--- src/rtl/branch_predict_unit.sv ---
// Direct-mapped branch target predictor with per-entry saturating counters.
// After reset or a flush, the table is swept one entry per cycle before
// lookups and updates are accepted.
//
// state   | meaning
// --------+-----------------------------------------------------------
// ST_INIT | sweep pointer clears one valid bit per cycle; ready = 0
// ST_RUN  | table accepts lookups and updates; ready = 1
module branch_predict_unit #(
  parameter int ENTRIES = 16,
  parameter int CNT_W   = 2,
  parameter int STAT_W  = 16
) (
  input  logic              clk,
  input  logic              rst,
  input  logic              flush_table,
  output logic              ready,
  input  logic              lookup_valid,
  input  logic [31:0]       lookup_pc,
  output logic              pred_valid,
  output logic              pred_hit,
  output logic              pred_taken,
  output logic [31:0]       pred_target,
  input  logic              update_valid,
  input  logic [31:0]       update_pc,
  input  logic              update_taken,
  input  logic [31:0]       update_target,
  input  logic              update_mispredict,
  output logic [STAT_W-1:0] stat_lookups,
  output logic [STAT_W-1:0] stat_mispredicts
);

  localparam int IDX_W = $clog2(ENTRIES);
  localparam int TAG_W = 30 - IDX_W;

  localparam logic [IDX_W-1:0]  LAST_IDX = IDX_W'(ENTRIES - 1);
  localparam logic [CNT_W-1:0]  CNT_ONE  = CNT_W'(1);
  localparam logic [CNT_W-1:0]  CNT_MAX  = CNT_W'((1 << CNT_W) - 1);
  localparam logic [CNT_W-1:0]  CNT_WEAK = CNT_W'(1 << (CNT_W - 1));
  localparam logic [STAT_W-1:0] STAT_ONE = STAT_W'(1);
  localparam logic [STAT_W-1:0] STAT_MAX = '1;

  typedef enum logic {ST_INIT, ST_RUN} state_t;

  state_t           state;
  logic [IDX_W-1:0] sweep_ptr;

  logic             tbl_valid  [ENTRIES];
  logic [TAG_W-1:0] tbl_tag    [ENTRIES];
  logic [31:0]      tbl_target [ENTRIES];
  logic [CNT_W-1:0] tbl_cnt    [ENTRIES];

  logic [IDX_W-1:0] lk_idx, up_idx;
  logic [TAG_W-1:0] lk_tag, up_tag;
  logic             lk_acc, up_acc, lk_hit, lk_taken, up_hit;
  logic [CNT_W-1:0] up_cnt;
  logic [1:0]       unused_upd_lsb;

  assign lk_idx   = lookup_pc[IDX_W+1:2];
  assign lk_tag   = lookup_pc[31:IDX_W+2];
  assign up_idx   = update_pc[IDX_W+1:2];
  assign up_tag   = update_pc[31:IDX_W+2];
  assign unused_upd_lsb = update_pc[1:0];

  // a flush in the same cycle drops the update entirely
  assign lk_acc   = lookup_valid && ready;
  assign up_acc   = update_valid && ready && !flush_table;

  assign lk_hit   = tbl_valid[lk_idx] && (tbl_tag[lk_idx] == lk_tag);
  assign lk_taken = lk_hit && tbl_cnt[lk_idx][CNT_W-1];
  assign up_hit   = tbl_valid[up_idx] && (tbl_tag[up_idx] == up_tag);
  assign up_cnt   = tbl_cnt[up_idx];

  // sequencing: sweep the table in INIT, then sit in RUN until flushed
  always_ff @(posedge clk) begin
    if (rst) begin
      state     <= ST_INIT;
      sweep_ptr <= '0;
      ready     <= 1'b0;
    end else if (flush_table) begin
      state     <= ST_INIT;
      sweep_ptr <= '0;
      ready     <= 1'b0;
    end else begin
      case (state)
        ST_INIT: begin
          sweep_ptr <= sweep_ptr + IDX_W'(1);
          if (sweep_ptr == LAST_IDX) begin
            state <= ST_RUN;
            ready <= 1'b1;
          end
        end
        ST_RUN: begin
          state <= ST_RUN;
        end
        default: begin
          state     <= ST_INIT;
          sweep_ptr <= '0;
          ready     <= 1'b0;
        end
      endcase
    end
  end

  // table storage: sweep clears, resolved branches train or allocate
  always_ff @(posedge clk) begin
    if (!rst) begin
      if (state == ST_INIT) begin
        tbl_valid[sweep_ptr] <= 1'b0;
      end else if (up_acc) begin
        if (up_hit) begin
          if (update_taken) begin
            tbl_cnt[up_idx]    <= (up_cnt == CNT_MAX) ? up_cnt : up_cnt + CNT_ONE;
            tbl_target[up_idx] <= update_target;
          end else begin
            tbl_cnt[up_idx]    <= (up_cnt == '0) ? up_cnt : up_cnt - CNT_ONE;
          end
        end else if (update_taken) begin
          tbl_valid[up_idx]  <= 1'b1;
          tbl_tag[up_idx]    <= up_tag;
          tbl_target[up_idx] <= update_target;
          tbl_cnt[up_idx]    <= CNT_WEAK;
        end
      end
    end
  end

  // registered prediction; reads see pre-update contents of this cycle
  always_ff @(posedge clk) begin
    if (rst) begin
      pred_valid  <= 1'b0;
      pred_hit    <= 1'b0;
      pred_taken  <= 1'b0;
      pred_target <= '0;
    end else begin
      pred_valid <= lk_acc;
      if (lk_acc) begin
        pred_hit    <= lk_hit;
        pred_taken  <= lk_taken;
        pred_target <= lk_taken ? tbl_target[lk_idx] : lookup_pc + 32'd4;
      end
    end
  end

  // saturating statistics, kept across flushes
  always_ff @(posedge clk) begin
    if (rst) begin
      stat_lookups     <= '0;
      stat_mispredicts <= '0;
    end else begin
      if (lk_acc && stat_lookups != STAT_MAX)
        stat_lookups <= stat_lookups + STAT_ONE;
      if (up_acc && update_mispredict && stat_mispredicts != STAT_MAX)
        stat_mispredicts <= stat_mispredicts + STAT_ONE;
    end
  end

endmodule

--- config.mk ---
export PLATFORM = sky130hd
export DESIGN_NAME = branch_predict_unit
export DESIGN_NICKNAME = d
export VERILOG_FILES = /design/src/rtl/branch_predict_unit.sv
export SDC_FILE = /design/constraint.sdc
export NUM_CORES = 1
export LEC_CHECK = 0
export BUFFER_PORTS_ARGS = -buffer_cell sky130_fd_sc_hd__buf_2
export CORE_ASPECT_RATIO = 1.1
export CORE_MARGIN = 2
export CORE_UTILIZATION = 25
export CTS_BUF_LIST = sky130_fd_sc_hd__clkbuf_2
export CTS_CLUSTER_SIZE = 24
export DETAILED_ROUTE_END_ITERATION = 16
export PLACE_DENSITY_LB_ADDON = 0.1
export SYNTH_ARGS = -nofsm -noshare
export SYNTH_HDL_FRONTEND = slang
export SYNTH_SLANG_ARGS = --single-unit
--- constraint.sdc ---
create_clock -name clk -period 5.99 [get_ports clk]
set_input_delay 1.198 -clock clk [delete_from_list [all_inputs] [get_ports clk]]
set_output_delay 1.198 -clock clk [all_outputs]
set_load 0.05 [all_outputs]
# Yosys cells after proc, flatten, opt, wreduce, memory -nomap -nowiden
# Memories as Yosys holds them, arrays and structs flattened.
# Cells that the tools add are included.
# totals
regBits	73
latch_bits	0
ramBits	976
mem_bits_ro	0
input_bits	103
output_inout_bits	68
wordCells	74
n_memories	4
# op_classes
add_sub_neg	6
multipliers	0
div	0
order_cmp	0
n_eq_ne	6
shifts	0
n_mux	31
bitwise_logic	4
reduce_logical	14
# mem_list
name	words	word_bits	read_ports	rd_clocked_by_memory_dff	wr	line	text
tbl_target	16	32	1	0	1	50	logic [31:0] tbl_target [ENTRIES];
tbl_tag	16	26	2	0	1	49	logic [TAG_W-1:0] tbl_tag [ENTRIES];
tbl_cnt	16	2	2	0	1	51	logic [CNT_W-1:0] tbl_cnt [ENTRIES];
tbl_valid	16	1	2	0	1	48	logic tbl_valid [ENTRIES];
# ops
op	n
$mux 32	2
$eq 26x26->1	2
$add 16x1->16 const B	2
$add 32x3->32 const B	1
$ne 16x16->1 const B	2
$mux 1	23
$logic_and 1x1->1	9
$mux 2	4
$add 4x1->4 const B	1
$eq 4x4->1 const B	1
$mux 4	1
$or 1x1->1	3
$add 2x1->2 const B	1
$eq 2x2->1 const B	1
$logic_not 2->1	1
$pmux 1 s2	1
$reduce_and 2->1	1
$reduce_or 2->1	1
$sub 2x1->2 const B	1
$logic_not 1->1	1
$not 1->1	1
$reduce_or 1->1	1

# Logic depth before layout (Yosys ltp)
# Gate-level depths: netlist of run 1.
# An unclocked memory read counts as a cell.
# depth
ltp_word	10
mapped_depth	15
mapped_depth_nobuf	9

# Worst setup path after synthesis of run 1
# No wires, ideal clock.
# synth_timing
path_type	input -> register
start	in update_pc[2]
end	mem tbl_valid[8], enable pin
setup_ns	0.296
arrival_ns	5.338
t_required_ns	5.694
setup_slack_ns	0.356
cell_stages	12
n_path_buf	3
path_cell_list	buf_4 -> buf_6 -> buf_2 -> mux4_2 -> mux2i_1 -> xnor2_1 -> nor2_1 -> nand4_1 -> a2bb2oi_1 -> nor4_4 -> nor3_1 -> o22a_1
# synth_via
elab_chain_cells	10
elab_cells_between_ends	12
classes_between	eq/ne (1); mux (7); reduce/logical (2); memory (2)
# synth_lines
element	line	text
from (decl)	25	input logic [31:0] update_pc,
$mem_v2 16x26	-	
$eq 26x26->1	71	assign up_hit = tbl_valid[up_idx] && (tbl_tag[up_idx] == up_tag);
$logic_and 1x1->1	71	
$mux 1	111	if (up_hit) begin
$mux 1	110	end else if (up_acc) begin
$mux 1	108	if (state == ST_INIT) begin
$mux 1	107	if (!rst) begin
$mux 1 (implied by the code)	119	tbl_valid[up_idx] <= 1'b1;
$reduce_or 1->1 (no source line)	-	
$mux 4 (no source line) or $mux 1 (tied branches)	-	
to (decl)	48	
# Several ways; a longest one is shown, not always the timed one.

==> reports/qor.tcl, run 1 <==
set qor(htree_levels) 5
set qor(fp.coreArea_um2) 186000
set qor(routed_wl_um) 170000
set qor(cts_buffer_depth) 4
set qor(avgViaCountPerCell) 4.82
set qor(ys_dominant_reg_cell) {edfxtp_1}
set qor(met1_track_usage_gr_pct) 20.6
set qor(synth_top_area_cell) {edfxtp_1}
set qor(synthesis.yosys.warnings) 0
set qor(ctsResizeCount) 0
set qor(finish.cell_count_without_fillers) 5811
set qor(dpl.hpwl_um) 109000
set qor(holdWs_ns) 0.216
set qor(post-route-min-period_ns) 4.61
set qor(cellInternalPower_mw) 10.6
set qor(dr.first_iter.drc_count) 2120
set qor(main_area_contributors_after_synthesis) {edfxtp_1 (63%), mux4_2 (17%), mux2i_1 (3.5%)}
set qor(timing.hold.worst.start) {lookup_pc[18]}
set qor(antenna_found_initial) 20
set qor(timing_worst_setup_path_type) {register to register}
set qor(hold_depth) 4
set qor(first_pass_grt_wire_length_um) 236000
set qor(grt_max_degree) 118
set qor(max_frequency_mhz) 217
set qor(rsz0062_at_grt) {false}
set qor(r2r_cells) 13
set qor(clkLatencyLatePin_ns) 1.76
set qor(ctsHoldBuffers) 87
set qor(r2r-start) {tbl_tag[7][8]$_DFFE_PP_}
set qor(clockPowerShare_pct) 36.7
set qor(cp-start-kind) {register}
set qor(synth_largest_type_area_fraction_pct) 62.9
set qor(power-per-cell-area_nw_per_um2) 264
set qor(timing_worst_slew_pin_value_ns) 1.26
set qor(proportion_of_layout_cells_with_a_drive_suffix_above_1_pct) 36.9
set qor(die_width_um) 416
set qor(max_vdd_drop_mv) 0.189
set qor(fin_skew_ns) 0.168
set qor(vias) 28013
set qor(floorplan.rows) 166
set qor(end_kind) {register}
set qor(antenna_violating_nets_post_route) 0
set qor(power.share.switching_pct) 26.7
set qor(numPortBuffers) 168
set qor(hold_viol) 0
set qor(clock_tree.root_cell) {clkbuf_2}
set qor(ioPinCount) 171
set qor(setup_viol) 0
set qor(critical_path_peak_fanout) 15
set qor(fillCellCount) 18677
set qor(synthArstFlopShare_pct) 0
set qor(comb_power_share_pct) 8.1
set qor(layout.nets) 3260
set qor(grt_most_used_layer) {met2}
set qor(clock_sink_count) 1049
set qor(post-place-cells) 5184
set qor(post-layout-total-power_mw) 14.5
set qor(synthesis.area_per_instance_um2) 17.9
set qor(power.switching_mw) 3.86
set qor(flop_pwr_share_pct) 55.2
set qor(globalRouteMet2Util_pct) 32.0
set qor(syn_nets) 2716
set qor(required_ns) 7.31
set qor(gp_congestion) 0.848
set qor(worst_setup_hold_path_clk_slew_ns) 0.09
set qor(hold_path.class) {input port to register}
set qor(route.detailed.drc) 0
set qor(grtUsageMet3_pct) 3.23
set qor(overflow) 0
set qor(die_area_um2) 190000
set qor(grt_pass1_vias) 30428
set qor(cap_violations) 0
set qor(synth.distinct_cells) 80
set qor(layout.core_utilization_pct) 29.6
set qor(final_cell_area_um2) 54900
set qor(cts_made_buffers) 316
set qor(startpoint) {tbl_tag[7][8]$_DFFE_PP_}
set qor(post_detailed_route_wirelength_per_cell_um) 29.2
set qor(netlist_instances) 2609
set qor(drtPass1Iterations) 6
set qor(synth.cell_area_um2) 46600
set qor(outcome) {finished, final reports clean}
set qor(final-seq-area_um2) 30800
set qor(critical_path_arrival_ns) 5.93
set qor(p_leak_nw) 18.3
set qor(slew_violations) 0
set qor(yosysSeqAreaShare_pct) 66.0
set qor(post-place-ws_ns) 0.398
set qor(synth_edf_count) 976
set qor(layout_setup_ws_ns) 1.38
set qor(worst_slew_margin_rel_pct) 15.7
set qor(vertical_die_dimension_um) 457
set qor(fin_crit_sh_pct) 77.0
set qor(starting_density_of_the_core_pct) 25.1
set qor(tritoncts_clock_tree) {yes}
set qor(cts_post_setup_buffers_inserted) 0
set qor(detailed_place.area_um2) 51300
set qor(global_route_usage_over_all_layers_pct) 17.7
set qor(syn_to_final_growth_pct) 17.7
set qor(multiInputGateArea_um2) 15100
set qor(timing.setup.tns_ns) 0
set qor(ys_seq_elements) 1049
[sequential cells by signal (all words and copies together), names as in the netlist]
register,flops
ready,1
pred_taken,1
tbl_valid,16
stat_lookups,16
pred_target,32
tbl_cnt,32
tbl_target,512
state,1
stat_mispredicts,16
tbl_tag,416
pred_hit,1
pred_valid,1
sweep_ptr,4
[layout make-up]
class	count	area share, %
antenna	17	0.0775
clock inverter	75	0.729
multi-input combinational	1353	27.5
inverter	32	0.223
tap	2436	5.55
clock buffer	448	4.09
sequential	1049	56.1
timing repair buffer	401	5.79
[routing by layer]
metal / share of wire (%) / routed length, µm / up-vias
met5: 0.016 / 27 / -
met4: 3.6 / 6020 / 4
met3: 4.3 / 7370 / 347
met2: 53 / 89800 / 893
met1: 39 / 66400 / 14777
li1: - / - / 11992
[worst max-delay path, stage by stage (launching register included)]
cell,delay [ns]
edfxtp_1,0.40
mux4_2,0.49
xnor2_1,0.25
and3_1,0.25
a311oi_1,0.43
a31oi_1,0.20
buf_4,0.21
nand3_1,0.08
buf_4,0.15
nor4_4,0.07
buf_4,0.16
or2_0,0.28
nor2_4,0.89
buf_12,0.29
[path summary, 6_finish.rpt]
path         slack, ns                      endpoint
min reg2reg       0.47         pred_hit$_SDFFE_PP0P_
max reg2reg       1.38       tbl_tag[3][3]$_DFFE_PP_
max               1.38       tbl_tag[3][3]$_DFFE_PP_
min               0.22  pred_target[18]$_SDFFE_PP0P_
[power groups by stage]
stage | clock (mW) | combinational [mW] | sequential (mW)
2_1_floorplan | 0 | 0.630 | 8.15
3_3_place_gp | 0 | 1.13 | 8.15
3_5_place_dp | 0 | 1.14 | 8.15
4_1_cts | 5.59 | 1.20 | 7.98
5_1_grt | 5.96 | 1.25 | 7.98
6_report | 5.31 | 1.17 | 7.98
[synth_stat cells, types with 7 or more instances]
cell type	number
a22o_1	11
o21a_1	9
mux2_2	19
nor4_2	17
mux2i_1	163
mux4_2	342
o21ai_0	15
nand2b_1	12
o211ai_1	10
nor2b_1	14
a221oi_1	9
xnor2_1	70
nor3_1	61
a21oi_1	39
nor4_1	16
clkbuf_1	79
or2_2	7
buf_6	17
nand3_1	29
inv_1	27
nor2_1	165
xor2_1	44
buf_1	30
a22oi_1	28
edfxtp_1	976
buf_4	19
o22ai_1	12
buf_2	29
nand4_1	30
nand2_1	76
a2111oi_2	19
a31oi_1	11
and3_1	18
dfxtp_1	73
or3_1	12
a211oi_1	9
[cells in the final DEF (no fill, tap or decap), drive strengths merged, types with 12 or more instances in the layout]
cell type    instances
inv                 40
nand2               76
nor3                61
xnor2               70
and3                18
mux2                19
clkbuf             449
mux2i              163
nor2               166
nor2b               14
or3                 12
a2111oi             21
diode               17
xor2                44
o22ai               12
a21oi               39
buf                313
dfxtp               73
a22oi               28
nor4                34
clkinv              63
nand3               29
nand2b              12
mux4               342
nand4               32
o21ai               20
edfxtp             976
dlygate4sd3         87
[kinds of logic (layout without fill, tap and decap cells)]
group,count (synthesis),after routing,share of synthesized area [%]
AND/OR/NAND/NOR,486,486,5.35
multiplexers,524,524,20.5
buffers and inverters,207,956,2.17
XOR/XNOR,114,114,2.14
AO/OA/AOI/OAI,225,225,3.76
other,0,17,0
flip-flops,1049,1049,66.0
adder cells (fa/ha/maj),4,4,0.107
Note: power is estimated with default switching activity, not from simulation.
==> inputs of run 2 (changes only) <==
==> constraint.sdc (replaced) <==
create_clock -name clk -period 4 [get_ports clk]
set_input_delay 0.8 -clock clk [delete_from_list [all_inputs] [get_ports clk]]
set_output_delay 0.8 -clock clk [all_outputs]
set_load 0.05 [all_outputs]
==> run 2 against run 1 <==
  * Combinational power is 76% higher
  * Die area did not move
  * Global-route usage is 0.55 points higher
  * Setup slack lost 1.1 ns
  * Largest cell class unchanged
  * Count of clock-buffer cells in the layout grew 4
  * Design area increased by 6.8%
  * Largest power group unchanged
==> reports/qor.tcl, run 2 (same netlist as run 1, synthesis figures left out) <==
set qor(outcome) {finished, final reports clean}
set qor(fin_skew_ns) 0.158 ;# -0.0105 ns
set qor(global_route_usage_over_all_layers_pct) 18.2 ;# +0.55 points
set qor(proportion_of_layout_cells_with_a_drive_suffix_above_1_pct) 40.3 ;# +3.4 points
set qor(max_flop_register) {tbl_target}
set qor(end_kind) {register}
set qor(rr_endpoint) {tbl_tag[9][25]$_DFFE_PP_}
set qor(starting_density_of_the_core_pct) 25.1 ;# unchanged
set qor(layout_common_cells) {edfxtp_1 (976), clkbuf_2 (452), mux4_2 (342)}
set qor(dpl.hpwl_um) 118000 ;# +8.3%
set qor(critical_path_arrival_ns) 5.11 ;# -0.82 ns
set qor(grt_max_degree) 98 ;# -17%
set qor(regToRegSetupSlack_ns) 0.23 ;# -1.15 ns
set qor(p_leak_nw) 20.1 ;# +10%
set qor(max_frequency_mhz) 265 ;# +22%
set qor(timing.setup.tns_ns) 0 ;# unchanged
set qor(critical_path.n_buffers_inverters) 5 ;# +1
set qor(syn_to_final_growth_pct) 25.7
set qor(layout_setup_ws_ns) 0.228 ;# -1.15 ns
set qor(layout.nets) 3616 ;# +11%
set qor(largest_reg_flops) 512 ;# unchanged
set qor(crit_chain) {mux4_2 > xnor2_1 > and3_1 > a311oi_1 > buf_4 > a31oi_1 > nand3_1 > buf_4 > nor4_4 > buf_12 > buf_4 > nor3_4 > buf_4}
set qor(hold_depth) 3 ;# -1
set qor(timing.hold.worst.start) {update_pc[15]}
set qor(cp-start-kind) {register}
set qor(timing.critical_path.slowest_cell_delay_ns) 0.57 ;# -0.32 ns
set qor(layout.core_utilization_pct) 31.6 ;# +2.0 points
set qor(r2r-start) {tbl_tag[7][8]$_DFFE_PP_}
set qor(drtPass1Iterations) 5 ;# -1
set qor(die_area_um2) 190000 ;# unchanged
set qor(numPortBuffers) 168 ;# unchanged
set qor(rsz0062_at_grt) {false}
set qor(gp_congestion) 0.852 ;# +0.53%
set qor(dr.first_iter.drc_count) 1908 ;# -10%
set qor(clkLatencyLatePin_ns) 1.75 ;# about the same
set qor(vertical_die_dimension_um) 457 ;# unchanged
set qor(worst_path_slowest_cell) {nor3_4}
set qor(routed_wl_um) 174000 ;# +2.7%
set qor(die_width_um) 416 ;# unchanged
set qor(largest_registers) {tbl_target (512), tbl_tag (416)}
set qor(clock_tree.root_cell) {clkbuf_2}
set qor(required_ns) 5.33 ;# -1.98 ns
set qor(worst_setup_hold_path_clk_slew_ns) 0.09 ;# about the same
set qor(critical-path-top-delay-family) {buffers and inverters}
set qor(hold_path.class) {input port to register}
set qor(grt_pass1_vias) 32433 ;# +6.6%
set qor(floorplan.rows) 166 ;# unchanged
set qor(cap_violations) 0 ;# unchanged
set qor(critical_path_peak_fanout) 10 ;# -5
set qor(post-layout-total-power_mw) 21.7 ;# +50%
set qor(setup_viol) 0 ;# unchanged
set qor(route.detailed.drc) 0 ;# unchanged
set qor(antenna_violating_nets_post_route) 0 ;# unchanged
set qor(layout.cells.most_common) {edfxtp_1}
set qor(cts_made_buffers) 312 ;# -1.3%
set qor(timing_worst_slew_pin_value_ns) 1.21 ;# -0.0486 ns
set qor(slew_violations) 0 ;# unchanged
set qor(max_vdd_drop_mv) 0.262 ;# +39%
set qor(htree_levels) 5 ;# unchanged
set qor(first_pass_grt_wire_length_um) 244000 ;# +3.6%
set qor(vias) 29406 ;# +5.0%
set qor(post_detailed_route_wirelength_per_cell_um) 28.3 ;# -3.1%
set qor(min_delay_worst_endpoint) {tbl_tag[9][9]$_DFFE_PP_}
set qor(clock_sink_count) 1049 ;# unchanged
set qor(cp_common_cell) {buf_4}
set qor(antenna_found_initial) 18 ;# -10%
set qor(ioPinCount) 171 ;# unchanged
set qor(tritoncts_clock_tree) {yes}
set qor(hold_viol) 0 ;# unchanged
set qor(timing_worst_setup_path_type) {register to register}
set qor(cts_post_setup_buffers_inserted) 0 ;# unchanged
set qor(cts_buffer_depth) 4 ;# unchanged
set qor(r2r_cells) 13 ;# unchanged
set qor(overflow) 0 ;# unchanged
set qor(power-per-cell-area_nw_per_um2) 371 ;# +41%
set qor(fp.coreArea_um2) 186000 ;# unchanged
set qor(post-place-ws_ns) -1.24 ;# -1.64 ns
set qor(avgViaCountPerCell) 4.78 ;# -0.94%
set qor(post-route-min-period_ns) 3.77 ;# -0.841 ns
set qor(worst_slew_margin_rel_pct) 19.2 ;# +3.4 points
set qor(fin_crit_sh_pct) 94.3 ;# +17 points
## run 2: cell count changes in the layout (fill, tap and decap cells not counted), sizes merged
cell	change
clkbuf	+4
buf	+255
dlygate4sd3	+105
bufinv	-3
diode	-3
clkinv	-7
inv	-4
## run 2: worst max path at each step
stage	startpoint	end	slack (ns)	cells past startpoint
floorplan	update_pc[2]	tbl_tag[4][0]$_DFFE_PP_	-0.36	12
global placement	lookup_pc[3]	pred_target[6]$_SDFFE_PP0P_	-1.30	16
detailed placement	lookup_pc[3]	pred_target[6]$_SDFFE_PP0P_	-1.24	16
CTS	tbl_tag[4][10]$_DFFE_PP_	pred_target[10]$_SDFFE_PP0P_	0.03	14
global route	tbl_tag[6][10]$_DFFE_PP_	pred_target[10]$_SDFFE_PP0P_	0.02	14
finish	tbl_tag[7][8]$_DFFE_PP_	tbl_tag[9][25]$_DFFE_PP_	0.23	13
## run 2: cell type report
class                      count  area, µm²
tap                         2436       3050
multi-input combinational   1353      15200
clock buffer                 452       2260
sequential                  1049      30800
antenna                       14       35.0
clock inverter                61        268
timing repair buffer         761       6960
fill                       18589     127000
inverter                      32        123
## run 2: repair_timing
action	CTS	global route
hold buffers	192	0
gates resized for setup	3	4
setup endpoints to repair	26	2
endpoints found under the hold margin	1730	0
## run 2: through the flow
step / hold slack (ns) / cells / cell area [µm²]
detailed placement: 0.458 / 5439 / 54100
CTS: 0.0180 / 6144 / 58600
global placement: 0.449 / 5439 / 54100
finish: 0.270 / 6158 / 58600
global route: 0.0617 / 6154 / 58600
floorplan: 0.540 / 2609 / 46800
## run 2: per-layer routing
| metal | routed length, µm | GRT usage [%] | vias up |
|---|---|---|---|
| met3 | 6900 | 3.25 | 373 |
| met4 | 7600 | 8.45 | 6 |
| met5 | 40 | 0 | - |
| li1 | - | - | 12701 |
| met2 | 92600 | 33.1 | 887 |
| met1 | 67100 | 20.6 | 15439 |
## run 2: power by group
part	total (mW)	switching, mW	leakage (nW)	internal, mW
Clock	7.74	4.70	2.02	3.04
Sequential	12.0	0.00317	9.39	11.9
Combinational	2.06	1.13	8.72	0.924
## run 2: worst min-delay path, delay by kind of cell
| family | cells | cell delay [ns] |
|---|---|---|
| buf+inv | 3 | 0.96 |
==> inputs of run 3 (changes only) <==
--- a/config.mk
+++ b/config.mk
@@ -9,7 +9,6 @@
 export CORE_ASPECT_RATIO = 1.1
 export CORE_MARGIN = 2
 export CORE_UTILIZATION = 25
-export CTS_BUF_LIST = sky130_fd_sc_hd__clkbuf_2
 export CTS_CLUSTER_SIZE = 24
 export DETAILED_ROUTE_END_ITERATION = 16
 export PLACE_DENSITY_LB_ADDON = 0.1
==> run 3 against run 2 <==
  * Combinational power decreased by 8%
  * Setup slack lost 0.077 ns
  * Register-to-register slack improved by 0.09 ns
  * Global-route usage is 0.48 points lower
  * Clock power is 47% higher
  * Critical path depth rose by 1
==> reports/qor.tcl, run 3 (same netlist as run 1, synthesis figures left out) <==
set qor(critical_path_peak_fanout) 16 ;# +6
set qor(outcome) {finished, final reports clean}
set qor(critical_path_arrival_ns) 4.31 ;# -0.80 ns
set qor(grt_pass1_vias) 29913 ;# -7.8%
set qor(vias) 27519 ;# -6.4%
set qor(max_vdd_drop_mv) 0.410 ;# +57%
set qor(end_kind) {register}
set qor(worst_path_slowest_cell) {nor3_4}
set qor(cts_buffer_depth) 3 ;# -1
set qor(clkLatencyLatePin_ns) 0.77 ;# -0.98 ns
set qor(crit_chain) {buf_4 > buf_12 > mux4_2 > o32ai_1 > buf_4 > nor3_1 > a31o_2 > nand3_1 > buf_4 > nor4_4 > buf_12 > buf_4 > nor3_4 > buf_4}
set qor(final-seq-area_um2) 30800 ;# about the same
set qor(rr_endpoint) {tbl_cnt[3][0]$_DFFE_PP_}
set qor(die_width_um) 416 ;# unchanged
set qor(grt_max_degree) 98 ;# unchanged
set qor(fin_crit_sh_pct) 96.2 ;# +1.9 points
set qor(hold_depth) 3 ;# unchanged
set qor(max_flop_register) {tbl_target}
set qor(route.detailed.drc) 0 ;# unchanged
set qor(proportion_of_layout_cells_with_a_drive_suffix_above_1_pct) 37.0 ;# -3.3 points
set qor(gp_congestion) 0.852 ;# unchanged
set qor(drtPass1Iterations) 6 ;# +1
set qor(syn_to_final_growth_pct) 25.0
set qor(detailed_place.area_um2) 54100 ;# unchanged
set qor(hold_path.class) {input port to register}
set qor(post_detailed_route_wirelength_per_cell_um) 29.9 ;# +5.5%
set qor(setup_viol) 0 ;# unchanged
set qor(timing_worst_setup_path_type) {input port to register}
set qor(die_area_um2) 190000 ;# unchanged
set qor(holdWs_ns) 0.389 ;# +0.119 ns
set qor(cp_common_cell) {buf_4}
set qor(clock_sink_count) 1049 ;# unchanged
set qor(first_pass_grt_wire_length_um) 237000 ;# -3.1%
set qor(vertical_die_dimension_um) 457 ;# unchanged
set qor(routed_wl_um) 170000 ;# -2.6%
set qor(cp-start-kind) {input port}
set qor(layout.nets) 3242 ;# -10%
set qor(layout.cells.most_common) {edfxtp_1}
set qor(min_delay_worst_endpoint) {pred_target[0]$_SDFFE_PP0P_}
set qor(max_frequency_mhz) 260 ;# -2.0%
set qor(largest_registers) {tbl_target (512), tbl_tag (416)}
set qor(required_ns) 4.46 ;# -0.87 ns
set qor(clock_tree.root_cell) {clkbuf_16}
set qor(global_route_usage_over_all_layers_pct) 17.7 ;# -0.48 points
set qor(avgViaCountPerCell) 4.84 ;# +1.4%
set qor(dpl.hpwl_um) 118000 ;# unchanged
set qor(ioPinCount) 171 ;# unchanged
set qor(r2r-start) {tbl_tag[9][0]$_DFFE_PP_}
set qor(fillCellCount) 18308 ;# -1.5%
set qor(multiInputGateArea_um2) 15100 ;# -0.15%
set qor(cts_made_buffers) 130 ;# -58%
set qor(numPortBuffers) 168 ;# unchanged
set qor(tritoncts_clock_tree) {yes}
set qor(timing_worst_slew_pin_value_ns) 1.06 ;# -0.157 ns
set qor(antenna_found_initial) 34 ;# +16
set qor(post-route-min-period_ns) 3.85 ;# +0.0774 ns
set qor(final_cell_area_um2) 58300 ;# -0.61%
set qor(floorplan.rows) 166 ;# unchanged
set qor(antenna_violating_nets_post_route) 0 ;# unchanged
set qor(hold_viol) 0 ;# unchanged
set qor(slew_violations) 0 ;# unchanged
set qor(largest_reg_flops) 512 ;# unchanged
set qor(regToRegSetupSlack_ns) 0.32 ;# +0.09 ns
set qor(timing.critical_path.slowest_cell_delay_ns) 0.56 ;# about the same
set qor(starting_density_of_the_core_pct) 25.1 ;# unchanged
set qor(layout_common_cells) {edfxtp_1 (976), mux4_2 (342), buf_4 (313)}
set qor(timing.hold.worst.start) {lookup_pc[0]}
set qor(worst_slew_margin_rel_pct) 29.7 ;# +10 points
set qor(worst_setup_hold_path_clk_slew_ns) 0.05 ;# -0.04 ns
set qor(power-per-cell-area_nw_per_um2) 433 ;# +17%
set qor(cap_violations) 0 ;# unchanged
set qor(p_leak_nw) 19.3 ;# -4.1%
set qor(rsz0062_at_grt) {false}
set qor(fp.coreArea_um2) 186000 ;# unchanged
set qor(fin_skew_ns) 0.0333 ;# -0.125 ns
set qor(overflow) 0 ;# unchanged
set qor(dr.first_iter.drc_count) 1887 ;# -1.1%
set qor(htree_levels) 4 ;# -1
set qor(r2r_cells) 11 ;# -2
run 3: changes by cell type in the layout (fill, tap and decap cells not counted), moves of 4 or more:
cell | previous run | this run
clkinv_1 | 46 | 34
dlygate4sd3_1 | 192 | 0
clkbuf_2 | 452 | 0
inv_2 | 8 | 3
diode_2 | 14 | 8
bufinv_16 | 1 | 6
clkbuf_16 | 0 | 134
clkbuf_1 | 0 | 27
clkinv_16 | 0 | 4
clkinv_2 | 10 | 18
run 3: cell type report:
class / instances / share of cell area (%)
diodes: 8 / 0.0344
well taps: 2436 / 5.23
inverters: 32 / 0.210
multi-input cells: 1353 / 26.0
clock inverters: 72 / 1.14
flip-flops and latches: 1049 / 52.8
clock buffers: 162 / 5.95
repair buffers: 569 / 8.64
run 3: worst max-delay path by stage:
| stage | to | start | slack (ns) | depth (start not counted) |
|---|---|---|---|---|
| 6_report | tbl_tag[9][8]$_DFFE_PP_ | update_pc[3] | 0.15 | 14 |
| 5_1_grt | pred_target[13]$_SDFFE_PP0P_ | lookup_pc[3] | 0.07 | 16 |
| 4_1_cts | pred_target[6]$_SDFFE_PP0P_ | lookup_pc[3] | 0.03 | 16 |
| 3_5_place_dp | pred_target[6]$_SDFFE_PP0P_ | lookup_pc[3] | -1.24 | 16 |
| 3_3_place_gp | pred_target[6]$_SDFFE_PP0P_ | lookup_pc[3] | -1.30 | 16 |
| 2_1_floorplan | tbl_tag[4][0]$_DFFE_PP_ | update_pc[2] | -0.36 | 12 |
run 3: what timing repair did:
item / 4_1_cts / 5_1_grt
endpoints found under the setup margin: 34 / 1
setup buffers: 0 / 0
resized for setup: 2 / 1
cloned: 0 / 0
hold buffers: 0 / 0
endpoints found under the hold margin: 0 / 0
run 3: worst max-delay path: cells and delay by family:
kind	cells	cell delay, ns
compound gates	2	0.73
buf+inv	7	1.61
mux	1	0.37
simple gates	4	0.72
run 3: power breakdown:
group | internal [mW] | switching [mW]
logic | 0.801 | 1.09
clock network | 6.60 | 4.78
registers | 12.0 | 0.00299
total | 19.4 | 5.87
run 3: metal layers:
| metal | wire length, µm | global-route usage (%) | up-vias |
|---|---|---|---|
| li1 | - | - | 11813 |
| met4 | 7330 | 7.17 | 14 |
| met5 | 81 | 0 | - |
| met2 | 90300 | 32.5 | 702 |
| met1 | 65800 | 20.6 | 14685 |
| met3 | 6110 | 2.70 | 305 |
run 3: through the flow:
| step | std cells | TNS (ns) | power (mW) | utilization, % | setup WS, ns |
|---|---|---|---|---|---|
| final | 5681 | 0 | 25.2 | 31.4 | 0.150 |
| after global routing | 5680 | 0 | 26.1 | 31.4 | 0.0741 |
| after CTS | 5673 | 0 | 25.6 | 31.4 | 0.0282 |
| after detailed placement | 5439 | -262.33 | 14.1 | 29.1 | -1.24 |
| after global placement | 5439 | -265.11 | 14.1 | 29.1 | -1.30 |
| after floorplan | 2609 | -47.03 | 13.2 | - | -0.362 |
